`src/rtl/module_serial_adder.sv`:
```
// Bit-serial adder: latches two WIDTH-bit operands plus carry-in, adds them
// one bit pair per clock (LSB first) through a single full adder, and presents
// the registered sum/carry-out with a one-cycle done pulse.
// Optional feature macro: SERIAL_ADD_OVF_EN adds the signed-overflow output ovf_o.

module module_full_adder (
   input  logic a,
   input  logic b,
   input  logic cin,
   output logic s,
   output logic cout
);

   // One-bit full adder.
   always_comb begin
      s    = a ^ b ^ cin;
      cout = (a & b) | (a & cin) | (b & cin);
   end

endmodule

module module_serial_adder #(
   parameter int unsigned WIDTH = 8
) (
   input  logic             clk,
   input  logic             rst_n,
   input  logic             start_i,
   input  logic [WIDTH-1:0] a_i,
   input  logic [WIDTH-1:0] b_i,
   input  logic             cin_i,
   output logic             busy_o,
   output logic             done_o,
   output logic [WIDTH-1:0] sum_o,
   output logic             cout_o
`ifdef SERIAL_ADD_OVF_EN
   ,
   output logic             ovf_o
`endif
);

   localparam int unsigned CW = (WIDTH > 1) ? $clog2(WIDTH) : 1;

   typedef enum logic [1:0] {
      ST_IDLE  = 2'd0,
      ST_SHIFT = 2'd1,
      ST_DONE  = 2'd2
   } state_t;

   state_t           state_q;
   state_t           state_d;

   logic [WIDTH-1:0] a_sh;
   logic [WIDTH-1:0] b_sh;
   logic [WIDTH-1:0] res_sh;
   logic             carry_q;
   logic [CW-1:0]    cnt_q;

   logic             fa_s;
   logic             fa_cout;

   logic             last_bit;
   logic             load_en;
   logic             shift_en;
   logic             busy_d;
   logic             done_d;

   module_full_adder u_fa (
      .a    (a_sh[0]),
      .b    (b_sh[0]),
      .cin  (carry_q),
      .s    (fa_s),
      .cout (fa_cout)
   );

   assign last_bit = (cnt_q == CW'(WIDTH - 1));

   // State register.
   always_ff @(posedge clk or negedge rst_n) begin
      if (!rst_n) begin
         state_q <= ST_IDLE;
      end else begin
         state_q <= state_d;
      end
   end

   // Next-state logic: SHIFT always runs exactly WIDTH cycles.
   always_comb begin
      state_d = state_q;
      case (state_q)
         ST_IDLE:  if (start_i)  state_d = ST_SHIFT;
         ST_SHIFT: if (last_bit) state_d = ST_DONE;
         ST_DONE:                state_d = ST_IDLE;
         default:                state_d = ST_IDLE;
      endcase
   end

   // Output/control decode; busy/done are precomputed so they can be registered.
   always_comb begin
      load_en  = 1'b0;
      shift_en = 1'b0;
      busy_d   = 1'b0;
      done_d   = 1'b0;
      case (state_q)
         ST_IDLE:  load_en  = start_i;
         ST_SHIFT: shift_en = 1'b1;
         default:  ;
      endcase
      busy_d = (state_d == ST_SHIFT) || (state_d == ST_DONE);
      done_d = (state_d == ST_DONE);
   end

   // Registered status flags.
   always_ff @(posedge clk or negedge rst_n) begin
      if (!rst_n) begin
         busy_o <= 1'b0;
         done_o <= 1'b0;
      end else begin
         busy_o <= busy_d;
         done_o <= done_d;
      end
   end

   // Operand shift registers, carry flop and bit counter.
   always_ff @(posedge clk or negedge rst_n) begin
      if (!rst_n) begin
         a_sh    <= '0;
         b_sh    <= '0;
         res_sh  <= '0;
         carry_q <= 1'b0;
         cnt_q   <= '0;
      end else if (load_en) begin
         a_sh    <= a_i;
         b_sh    <= b_i;
         res_sh  <= '0;
         carry_q <= cin_i;
         cnt_q   <= '0;
      end else if (shift_en) begin
         a_sh    <= {1'b0, a_sh[WIDTH-1:1]};
         b_sh    <= {1'b0, b_sh[WIDTH-1:1]};
         res_sh  <= {fa_s, res_sh[WIDTH-1:1]};
         carry_q <= fa_cout;
         cnt_q   <= last_bit ? '0 : cnt_q + CW'(1);
      end
   end

   // Result registers, updated only on the final SHIFT edge.
   always_ff @(posedge clk or negedge rst_n) begin
      if (!rst_n) begin
         sum_o  <= '0;
         cout_o <= 1'b0;
      end else if (shift_en && last_bit) begin
         sum_o  <= {fa_s, res_sh[WIDTH-1:1]};
         cout_o <= fa_cout;
      end
   end

`ifdef SERIAL_ADD_OVF_EN
   // Signed overflow: carry into the MSB differs from carry out of the MSB.
   always_ff @(posedge clk or negedge rst_n) begin
      if (!rst_n) begin
         ovf_o <= 1'b0;
      end else if (shift_en && last_bit) begin
         ovf_o <= carry_q ^ fa_cout;
      end
   end
`endif

endmodule
```
`config.mk`:
```
export PLATFORM = sky130hd
export DESIGN_NAME = module_serial_adder
export DESIGN_NICKNAME = d
export VERILOG_FILES = /design/src/rtl/module_serial_adder.sv
export SDC_FILE = /design/constraint.sdc
export NUM_CORES = 1
export LEC_CHECK = 0
export CORE_UTILIZATION = 35
export CTS_BUF_LIST = sky130_fd_sc_hd__clkbuf_8
export DETAILED_ROUTE_END_ITERATION = 7
export PLACE_DENSITY = 0.58
export SLEW_MARGIN = 10
export SYNTH_ARGS = -nofsm -noshare
export SYNTH_HDL_FRONTEND = slang
export SYNTH_HIERARCHICAL = 1
export SYNTH_SLANG_ARGS = --single-unit
```
`constraint.sdc`:
```
create_clock -name clk -period 2.2 [get_ports clk]
set_input_delay 0.44 -clock clk [delete_from_list [all_inputs] [get_ports clk]]
set_output_delay 0.44 -clock clk [all_outputs]
set_load 0.005 [all_outputs]
```
==> impl_summary.md <==
Synth
The number of nets handed over by synthesis was 156. Counting flops with an async set or reset pin after synthesis yields a share of 100%. The synthesized netlist occupies a cell area of 0.00172 mm2. The count of flip-flops with a built-in enable after synthesis is 0. The number of cells produced by synthesis is 132. The most used flip-flop cell after synthesis is dfrtp_1. Yosys attributes the largest share of cell area to dfrtp_1, o22ai_1, mux2_4. The number of distinct library cell variants in the gate-level netlist after synthesis is 24. The flop and latch count out of synthesis is 40. The proportion of netlist area held by the largest area contributor is 58.4%. The average cell area after synthesis is 13.0 um2. Summed over all instances, the cell type with the most area after synthesis is dfrtp_1.

Of the synthesized area, sequential elements account for 58.4%. Yosys printed 6 warnings.

Setup path
The buffer and inverter count on the worst path is 2. The kind of cell with the highest combined delay on the critical path is adder cells. The data required time at the worst endpoint is 2.39 ns. The slowest stage of the critical path is the dfrtp_1 cell. The type of element launching the critical path is a flop. The most used cell along the critical path is ha_1.

The signal on the critical path passes through ha_1 > ha_1 > or2b_1 > a21oi_1 > inv_1 > ha_1 > inv_1. The kind of critical path is flop to flop. The critical path data arrival time is 1.93 ns. The highest cell delay on the worst timing path is 0.39 ns. The largest fanout on the critical path is 3. STA classifies the critical path endpoint as a flop.

Run
The count of max-cap constraint violations is 0.

STA
The actual slew at the worst max-slew pin is 0.617 ns. The number of hold violations in the final report is 0. Setup violations remaining at the end of the flow were counted as 0. The final total negative setup slack is 0 ns.

The highest achievable clock rate is 574 MHz. The clock tree skew after final layout is 0.00725 ns. Setup repair after global routing left no endpoint under its margin.

For the finished layout, the period the worst path requires is 1.74 ns. The part of the cycle the worst path needs is 79.2%. The final max-slew violation count was 0. Measured against its own limit, the worst slew margin works out to 58.9%.

Place
The final weighted congestion of routability-driven global placement is 0.769. The wire-length estimate of the detail-placed layout is 2280 um. The count of buffers added on input and output ports is 30.

Clock tree
Hold repair after CTS inserted 0 buffers. No sink is reached through more buffers than the 2 on the longest clock path. TritonCTS built the clock tree.

Clock-pin slew was measured on the worst setup and hold paths at 0.08 ns. The number of setup buffers added after CTS is 0. Clock tree synthesis selected as its root buffer the cell clkbuf_8.

Clock tree synthesis found a total of 40 sinks. The number of buffers created by CTS is 5. The level count of the clock H-tree is 2. Gates resized during post-CTS repair numbered 0.

For the worst-skew pair, the clock arrives at the later sink with an insertion delay of 0.29 ns.

Die
In this run the core area contains 25 standard-cell rows. The number of top-level pins is 31. The region available for standard cell placement spans 0.00472 mm2. The initial core utilization is 36.3%. The die is 72.0 um tall.

The die outline area is 0.00519 mm2. The die is 72.0 um wide.

Drt
The total iterations of the first detailed-routing run is 4. The average detailed-routed wire length per instance is 13.7 um. The detailed router's first-iteration violation count is 61. The post-detailed-routing wire length is 3200 um. The mean number of vias per cell is 5.16. The total via count after detailed routing is 1202.

Once detail routing completed, the nets flagged for antenna violations numbered 0. The DRC violation count after routing is 0.

Global route
The maximum number of pins on one net before global-route repair is 29. The number of global-route vias before repair is 1193. The total routing usage reported by global routing is 14.1%. The initial antenna violation count is 0. The first global-routing pass estimated 5600 um of wire. For this run the aggregate overflow at the end of global routing stands at 0.

Cells and area
The final core area utilization is 46.3%. The area growth from synthesis to layout is 27.6%. The share of final-layout standard cells stronger than drive strength 1 is 19.3%. After the last flow step, the layout net total stands at 189. The number of antenna diodes in the final layout is 0. The layout filler cell count is 427.

Power and ir drop
IR analysis of the VDD net gives a maximum drop of 520 uV. The power density of the placed cells is 1360 mW/mm2. The static power due to leakage is 0.977 nW.

Min path
The min-delay analysis places its worst path in the category input port to async pin.

Run status
The run finished with clean final reports.
[where the power goes]
group	switching (mW)	total [mW]	internal, mW	leakage (nW)
registers	0.224	1.29	1.06	0.482
logic	0.446	1.11	0.665	0.436
clock network	0.240	0.572	0.332	0.0593
total	0.910	2.97	2.06	0.977
[worst reg2reg max path: cells and delay by family, from the launching register on]
kind / cells / cell delay [ns]
compound gates: 1 / 0.15
fa+ha+maj: 3 / 0.75
buf+inv: 2 / 0.10
flops: 1 / 0.39
simple gates: 1 / 0.25
[layout make-up]
cell class | count | area, um2 | area share (%)
inverter | 5 | 18.8 | 0.858
clock buffer | 5 | 68.8 | 3.14
multi-input combinational | 79 | 652 | 29.8
sequential | 40 | 1000 | 45.7
tap | 67 | 83.8 | 3.83
timing repair buffer | 34 | 325 | 14.9
clock inverter | 3 | 38.8 | 1.77
[Yosys cell counts, types with 2 or more instances]
cell type / instances
dfrtp_1: 40
o22ai_1: 24
nand2b_1: 3
nor2_1: 3
a22o_2: 8
o21ai_0: 2
ha_1: 3
clkbuf_1: 2
a21oi_1: 10
nand2_1: 2
a2bb2oi_1: 6
inv_1: 5
mux2_4: 9
buf_2: 5
[placed cells by master, fill, tap and decap left out]
master,netlist,layout
clkdlybuf4s50_1,0,29
a22o_2,8,8
buf_2,5,1
a2bb2oi_1,6,6
a32o_1,1,1
clkinv_2,0,1
buf_4,0,4
nor2b_2,1,1
dfrtp_1,40,40
ha_1,3,3
nand2_1,2,2
nor2_1,3,3
mux2_2,1,1
or2_1,1,1
o22ai_1,24,24
a21oi_1,10,10
nor2b_1,1,1
mux2_4,9,9
inv_1,5,6
or2b_1,1,1
a22o_1,1,1
o21ai_0,2,2
nand2_8,1,1
fa_1,1,1
nand2b_1,3,3
bufinv_16,0,1
clkbuf_8,0,5
[layer usage]
layer | global-route usage (%) | vias up | routed length [um]
met5 | 0 | - | 0
met4 | 3.92 | 0 | 18
met3 | 4.58 | 2 | 152
met2 | 23.1 | 38 | 1530
met1 | 18.0 | 597 | 1500
li1 | - | 565 | -
[metrics by stage]
stage	cell area (um2)	worst slack (ns)	std cells	power (mW)	hold slack [ns]
2_1_floorplan	1720	0.560	132	2.06	0.144
3_3_place_gp	2080	0.402	225	2.39	0.487
3_5_place_dp	2080	0.377	225	2.42	0.491
4_1_cts	2190	0.440	233	3.01	0.182
5_1_grt	2190	0.382	233	3.20	0.202
6_report	2190	0.457	233	2.97	0.167
[cell families (layout without fill, tap and decap cells)]
kind of cell | count (synthesis) | in the layout | share of synthesized area [%]
AO/OA/AOI/OAI | 52 | 52 | 21.1
adder cells (fa/ha/maj) | 4 | 4 | 3.36
buffers and inverters | 13 | 47 | 3.65
flip-flops | 40 | 40 | 58.4
multiplexers | 10 | 10 | 8.53
AND/OR/NAND/NOR | 13 | 13 | 5.03
[worst paths after layout]
| path | end | cells after the start | slack (ns) | startpoint |
|---|---|---|---|---|
| worst min-delay path | sum_o[2] | 1 | 0.17 | rst_n |
| worst max-delay path | busy_o | 7 | 0.46 | cnt_q[0] |
| min in group clk | res_sh[1] | 1 | 0.51 | res_sh[1] |
| worst min register to register | res_sh[1] | 1 | 0.51 | res_sh[1] |
| max in group asynchronous | a_sh[3] | 2 | 1.49 | rst_n |
| worst max register to register | busy_o | 7 | 0.46 | cnt_q[0] |
[registers in the layout (all words and copies together), names as in the netlist]
register and cells:
b_sh 8, a_sh 8, cout_o 1, res_sh 7, cnt_q 3, sum_o 8, done_o 1, busy_o 1
carry_q 1, state_q 2
(Power assumes the default switching activity.)
